$ cat src/rtl/mem_bus_arbiter.sv
// Two-master (CPU/DMA) arbiter for the shared external memory bus.
// Registered ownership, round-robin tie-break and bounded bursts per grant.
module mem_bus_arbiter #(
  parameter int unsigned MAX_BURST = 4
) (
  input  logic        clk,
  input  logic        rst,
  input  logic [23:0] cpu_addr_i,
  input  logic        cpu_re_i,
  input  logic        cpu_we_i,
  input  logic [15:0] cpu_data_i,
  output logic [15:0] cpu_data_o,
  output logic        cpu_needWait_o,
  input  logic [23:0] dma_addr_i,
  input  logic        dma_re_i,
  input  logic        dma_we_i,
  input  logic [15:0] dma_data_i,
  output logic [15:0] dma_data_o,
  output logic        dma_needWait_o,
  output logic [23:0] mem_addr_o,
  output logic        mem_re_o,
  output logic        mem_we_o,
  output logic [15:0] mem_data_o,
  input  logic [15:0] mem_data_i,
  input  logic        mem_needWait_i,
  output logic [1:0]  owner_o
);

  localparam int unsigned CNT_W = $clog2(MAX_BURST + 1);
  localparam logic [CNT_W-1:0] CNT_MAX  = CNT_W'(MAX_BURST);
  localparam logic [CNT_W-1:0] CNT_LAST = CNT_W'(MAX_BURST - 1);

  typedef enum logic [1:0] {
    IDLE    = 2'b00,
    OWN_CPU = 2'b01,
    OWN_DMA = 2'b10
  } state_e;

  state_e           state_q, state_d;
  logic             last_q, last_d;   // 1: DMA completed last
  logic [CNT_W-1:0] cnt_q, cnt_d;

  logic   cpu_req, dma_req;
  logic   own_req, oth_req;
  state_e oth_state;
  logic   burst_done;
  logic   own_cpu, own_dma;

  assign cpu_req    = cpu_re_i | cpu_we_i;
  assign dma_req    = dma_re_i | dma_we_i;
  assign own_req    = (state_q == OWN_CPU) ? cpu_req : dma_req;
  assign oth_req    = (state_q == OWN_CPU) ? dma_req : cpu_req;
  assign oth_state  = (state_q == OWN_CPU) ? OWN_DMA : OWN_CPU;
  // cnt never exceeds MAX_BURST, so cnt+1 >= MAX_BURST is cnt >= MAX_BURST-1
  assign burst_done = (cnt_q >= CNT_LAST);

  always_ff @(posedge clk or posedge rst) begin
    if (rst) begin
      state_q <= IDLE;
      last_q  <= 1'b1;
      cnt_q   <= '0;
    end else begin
      state_q <= state_d;
      last_q  <= last_d;
      cnt_q   <= cnt_d;
    end
  end

  // Next-state: ownership only moves on completion or when the owner goes quiet
  always_comb begin
    state_d = state_q;
    last_d  = last_q;
    cnt_d   = cnt_q;
    case (state_q)
      IDLE: begin
        cnt_d = '0;
        if (cpu_req && dma_req) begin
          state_d = last_q ? OWN_CPU : OWN_DMA;
        end else if (cpu_req) begin
          state_d = OWN_CPU;
        end else if (dma_req) begin
          state_d = OWN_DMA;
        end
      end
      OWN_CPU, OWN_DMA: begin
        if (own_req) begin
          if (!mem_needWait_i) begin
            last_d = (state_q == OWN_DMA);
            if (oth_req && burst_done) begin
              state_d = oth_state;
              cnt_d   = '0;
            end else if (cnt_q != CNT_MAX) begin
              cnt_d = cnt_q + CNT_W'(1);
            end
          end
        end else begin
          state_d = oth_req ? oth_state : IDLE;
          cnt_d   = '0;
        end
      end
      default: begin
        state_d = IDLE;
        cnt_d   = '0;
      end
    endcase
  end

  // Reset also gates ownership so strobes drop in the reset cycle itself
  assign own_cpu = (state_q == OWN_CPU) && !rst;
  assign own_dma = (state_q == OWN_DMA) && !rst;

  always_comb begin
    mem_addr_o     = '0;
    mem_data_o     = '0;
    mem_re_o       = 1'b0;
    mem_we_o       = 1'b0;
    owner_o        = 2'b00;
    cpu_needWait_o = cpu_req;
    cpu_data_o     = '0;
    dma_needWait_o = dma_req;
    dma_data_o     = '0;
    if (own_cpu) begin
      mem_addr_o     = cpu_addr_i;
      mem_data_o     = cpu_data_i;
      mem_we_o       = cpu_we_i;
      mem_re_o       = cpu_re_i & ~cpu_we_i;
      owner_o        = 2'b01;
      cpu_needWait_o = mem_needWait_i;
      cpu_data_o     = mem_data_i;
    end else if (own_dma) begin
      mem_addr_o     = dma_addr_i;
      mem_data_o     = dma_data_i;
      mem_we_o       = dma_we_i;
      mem_re_o       = dma_re_i & ~dma_we_i;
      owner_o        = 2'b10;
      dma_needWait_o = mem_needWait_i;
      dma_data_o     = mem_data_i;
    end
  end

endmodule

$ cat config.mk
export PLATFORM = sky130hd
export DESIGN_NAME = mem_bus_arbiter
export DESIGN_NICKNAME = d
export VERILOG_FILES = /design/src/rtl/mem_bus_arbiter.sv
export SDC_FILE = /design/constraint.sdc
export NUM_CORES = 1
export LEC_CHECK = 0
export ABC_AREA = 0
export BUFFER_PORTS_ARGS = -buffer_cell sky130_fd_sc_hd__buf_4
export CAP_MARGIN = 20
export CORE_AREA = 2 2 71 73
export CTS_CLUSTER_SIZE = 14
export DETAILED_ROUTE_END_ITERATION = 16
export DIE_AREA = 0 0 73 75
export GPL_TIMING_DRIVEN = 0
export PLACE_DENSITY = 0.76
export SLEW_MARGIN = 20
export SYNTH_ARGS = -nofsm -noshare
export SYNTH_HDL_FRONTEND = slang
export SYNTH_SLANG_ARGS = --single-unit
$ cat constraint.sdc
create_clock -name clk -period 2.31 [get_ports clk]
set_input_delay 0 -clock clk [delete_from_list [all_inputs] [get_ports clk]]
set_output_delay 0 -clock clk [all_outputs]
set_load 0.05 [all_outputs]
# [Yosys cells after proc, flatten, opt, wreduce, memory -nomap -nowiden]
# Cells that the tools add are included.
[op_classes] n_addsub=1 order_cmp=1 eq_ne=7 muxes=33 n_bitwise=7 n_reduce_logical=10
[op_table] cell="16-bit 2-to-1 mux" n=5
[op_table] cell="24-bit 2-to-1 mux" n=2
[op_table] cell="2-bit 2-to-1 mux" n=11
[op_table] cell="3-bit 2-to-1 mux" n=5
[op_table] cell="1-bit 2-to-1 mux" n=9
[op_table] cell="3-bit inequality test, second input constant" n=3
[op_table] cell="4-bit inequality test, second input constant" n=2
[op_table] cell="3-bit AND reduction" n=2
[op_table] cell="1-bit logical AND" n=4
[op_table] cell="2-bit one-hot mux with 2 select lines" n=1
[op_table] cell="3-bit by 1-bit adder with 3-bit output, second input constant" n=1
[op_table] cell="3-bit by 2-bit greater-or-equal comparator with 1-bit output, second input constant" n=1
[op_table] cell="1-bit NOT" n=3
[op_table] cell="1-bit AND" n=2
[op_table] cell="2-bit by 1-bit == test with 1-bit output, second input constant" n=1
[op_table] cell="2-bit == test, second input constant" n=1
[op_table] cell="2-bit logical NOT" n=1
[op_table] cell="1-bit bitwise OR" n=2
[op_table] cell="2-bit AND reduction" n=1
[op_table] cell="2-bit OR reduction" n=1
[op_table] cell="1-bit logical NOT" n=1
[totals] regBits=6 in_bits=103 out_inout_bits=78 wordCells=62

# [Depth between registers and ports, before layout]
[logic_depth] word_depth=7 depth_mapped=7 ltp_nobuf=6

# [Worst setup path before layout]
# OpenSTA, ideal clock, no wires.
[synth_timing] path_type="reg2out" startpoint="reg state_q[0]" endpoint="out dma_needWait_o" t_arrival_ns=2.441 t_required_ns=2.310 slack_ns=-0.131 path_stages_with_launch=6 path_buffers=1 path_cell_list="dfrtp_1 > ha_1 > nor3b_2 > clkbuf_1 > nor2_1 > a21oi_1"
[synth_via] elab_chain_len=4 word_cells_on_any_way=6 cone_classes="eq/ne (2); mux (2); reduce/logical (2)"
[synth_rtl] item="start, declared" line_no="39" source="state_e state_q, state_d;"
[synth_rtl] item="start signal, assigned" line_no="63" source="state_q <= state_d;"
[synth_rtl] item="2-bit == test" line_no="110" source="assign own_dma = (state_q == OWN_DMA) && !rst;"
[synth_rtl] item="1-bit logical AND" line_no="110"
[synth_rtl] item="1-bit 2-to-1 mux" line_no="130" source="end else if (own_dma) begin"
[synth_rtl] item="1-bit 2-to-1 mux (*)" line_no="122" source="if (own_cpu) begin"
[synth_rtl] item="end, declared" line_no="19" source="output logic dma_needWait_o,"
# Mark *: on every way between the ends. The rest lies on a longest branch, timed or not.

# [Final worst setup path]
[layout_timing] startpoint="reg state_q[1]" endpoint="out mem_addr_o[9]"
[layout_via] elab_chain_len=4 word_cells_on_any_way=6 cone_classes="eq/ne (2); mux (2); reduce/logical (2)"
[layout_rtl] item="2-bit == test" line_no="110"
[layout_rtl] item="1-bit logical AND" line_no="110"
[layout_rtl] item="24-bit 2-to-1 mux" line_no="130"
[layout_rtl] item="24-bit 2-to-1 mux (*)" line_no="122"
[layout_rtl] item="end, declared" line_no="20" source="output logic [23:0] mem_addr_o,"
# Marked as above.

==> results.sh <==
export IMPL_drc=0
export IMPL_final_cell_mix="buf_4, a22o_1, and2_1"
export IMPL_antenna_found_initial=0
export IMPL_grt_pass1_vias=1776
export IMPL_hold_depth=3
export IMPL_ir_worst_vdd_mv=0.490
export IMPL_synth_edf_count=0
export IMPL_r2r_cells=6
export IMPL_p_switching_mw=1.65
export IMPL_yosys_warnings=0
export IMPL_switching_share=0.596
export IMPL_gp_congestion=0.799
export IMPL_maxSlewViolCount=0
export IMPL_dp_hpwl_um=5760
export IMPL_fp_coreArea_um2=4660
export IMPL_ys_flop_type="dfrtp_1"
export IMPL_ys_async_sr_fraction=1.00
export IMPL_routed_via_density=4.79
export IMPL_tns_ns=0
export IMPL_cts_tree="built"
export IMPL_syn_area_um2=1210
export IMPL_fin_area_um2=2710
export IMPL_slew_headroom=0.715
export IMPL_fin_crit_sh=0.937
export IMPL_layoutNonFillerInstCount=394
export IMPL_total_power_mw=2.77
export IMPL_leakage_nw=1.49
export IMPL_syn_num_nets=265
export IMPL_h_tree_depth=1
export IMPL_final_core_util=0.581
export IMPL_cp_start_kind="flip-flop"
export IMPL_start_util=0.260
export IMPL_postSynthAreaPerCell_um2=7.83
export IMPL_r2r_start="state_q[1]$_DFFE_PP0P_"
export IMPL_internal_power_mw=1.12
export IMPL_synth_cell_types=34
export IMPL_finalSetupViolations=0
export IMPL_hold_viol=0
export IMPL_fin_crit_ns=2.17
export IMPL_seqPwrFrac=0.068
export IMPL_grt_usage=0.216
export IMPL_crit_type="reg2out"
export IMPL_combPwrFrac=0.872
export IMPL_hold_ws_ns=0.0908
export IMPL_p_clk_frac=0.060
export IMPL_finalWirelength_um=6550
export IMPL_multiInputGateArea_um2=986
export IMPL_max_freq_mhz=462
export IMPL_die_w_um=73
export IMPL_grt_max_degree=11
export IMPL_outcome="completed"
export IMPL_worst_hold_path_endpoint="cnt_q[0]$_DFFE_PP0P_"
export IMPL_vias=1889
export IMPL_grt_setup_unrepaired="false"
export IMPL_reg2reg_to="state_q[0]$_DFFE_PP0P_"
export IMPL_worstPathArrival_ns=2.17
export IMPL_place_ws_ns=0.219
export IMPL_wire_per_inst_um=16.6
export IMPL_clkTransAtPathRegs_ns=0.04
export IMPL_regArea_um2=151
export IMPL_holdCritStartpoint="mem_needWait_i"
export IMPL_grt_overflow_total=0
export IMPL_nFillCells=433
export IMPL_rows=25
export IMPL_root_buffer="clkbuf_8"
export IMPL_n_antenna_cell=0
export IMPL_p_per_area_nw_per_um2=1020
export IMPL_dieArea_um2=5480
export IMPL_cts_buffers=3
export IMPL_worstPathRequired_ns=2.31
export IMPL_post_dp_cell_area_um2=2640
export IMPL_portBuffers=180
export IMPL_grt_pass1_wl_um=9050
export IMPL_regToRegSetupSlack_ns=0.28
export IMPL_final_nets=451
export IMPL_die_h_um=75
export IMPL_hp_class="in2reg"
export IMPL_ys_seq_area_frac=0.125
export IMPL_fin_skew_ns=0.00404
export IMPL_clk_latency_ns=0.23
export IMPL_clock_sinks=6
export IMPL_antenna_left=0
export IMPL_dr_pass1_iters=4
export IMPL_maxCapViolCount=0
export IMPL_synth_seq_cells=6
export IMPL_io_pins=181
export IMPL_mostFrequentLayoutCell="buf_4"
export IMPL_placed_cells=389
export IMPL_drtIter0Drc=67
export IMPL_end_kind="output pin"
export IMPL_clockBufferDepth=2
export IMPL_cp_max_fo=10
export IMPL_worstMarginPinSlew_ns=0.426
export IMPL_fin_ws_ns=0.145
export IMPL_syn_to_final_growth_pct=123
export IMPL_drive_above_1_share=0.591
export IMPL_synthCells=155
## area by class of cell
type	count	area share
multi-input combinational	127	0.364
sequential	6	0.0559
tap	54	0.0250
inverter	8	0.0111
clock buffer	4	0.0166
buffer	14	0.0245
timing repair buffer	181	0.503
## kinds of logic after synthesis
| family | count (synthesis) | synth area share |
|---|---|---|
| adders and majority gates | 7 | 0.0722 |
| buffers and inverters | 22 | 0.0711 |
| and+or+nand+nor | 59 | 0.292 |
| AOI/OAI and AO/OA | 58 | 0.413 |
| DFF | 6 | 0.125 |
| muxes | 3 | 0.0268 |
## critical path, stage by stage (launching register included)
cell and delay, ns:
dfrtp_1 0.37, inv_1 0.09, ha_1 0.27, nor3b_4 0.38, clkbuf_1 0.40, a22o_1 0.23, buf_4 0.20
## cell usage after synthesis (all sizes together), types with 2 or more instances
| cell | instances | area share |
|---|---|---|
| a22o | 42 | 0.30 |
| and2 | 32 | 0.16 |
| clkbuf | 13 | 0.040 |
| inv | 8 | 0.025 |
| ha | 7 | 0.072 |
| nand2 | 7 | 0.022 |
| a21oi | 5 | 0.021 |
| dfrtp | 5 | 0.10 |
| nor2 | 4 | 0.012 |
| a31oi | 3 | 0.015 |
| nand3 | 3 | 0.012 |
| nor2b | 3 | 0.015 |
| mux2 | 2 | 0.019 |
| nand4 | 2 | 0.010 |
| o21ai | 2 | 0.018 |
## state kept, by name, summed over array words and instances (netlist names)
register,flops
state_q,2
cnt_q,3
last_q,1
## power by group through the flow
stage          combinational [mW]  clock (mW)  sequential [mW]
2_1_floorplan                1.67           0            0.179
3_5_place_dp                 2.40           0            0.190
6_report                     2.42       0.168            0.188
4_1_cts                      2.40       0.171            0.188
5_1_grt                      2.55       0.179            0.195
3_3_place_gp                 2.38           0            0.186
## how the worst max path moves through the flow
stage / startpoint / end / slack, ns
2_1_floorplan: state_q[0]$_DFFE_PP0P_ / dma_needWait_o / 0.13
3_3_place_gp: state_q[1]$_DFFE_PP0P_ / mem_data_o[7] / 0.27
3_5_place_dp: state_q[1]$_DFFE_PP0P_ / mem_data_o[7] / 0.22
4_1_cts: state_q[1]$_DFFE_PP0P_ / mem_addr_o[9] / 0.01
5_1_grt: state_q[1]$_DFFE_PP0P_ / mem_addr_o[11] / 0.006
6_report: state_q[1]$_DFFE_PP0P_ / mem_addr_o[9] / 0.14
## repair_timing
action,4_1_cts,5_1_grt
endpoints found under the hold margin,6,0
buffers inserted,0,0
resized for setup,1,15
setup endpoints to repair,2,67
hold buffers,1,0
## per-layer routing
metal	GRT usage	vias to the layer above	wire, um
li1	-	947	-
met1	0.320	838	2920
met2	0.323	100	3100
met3	0.0455	4	501
met4	0.0391	0	30
met5	0	-	0
No activity file was read; power rests on OpenSTA's default activity.
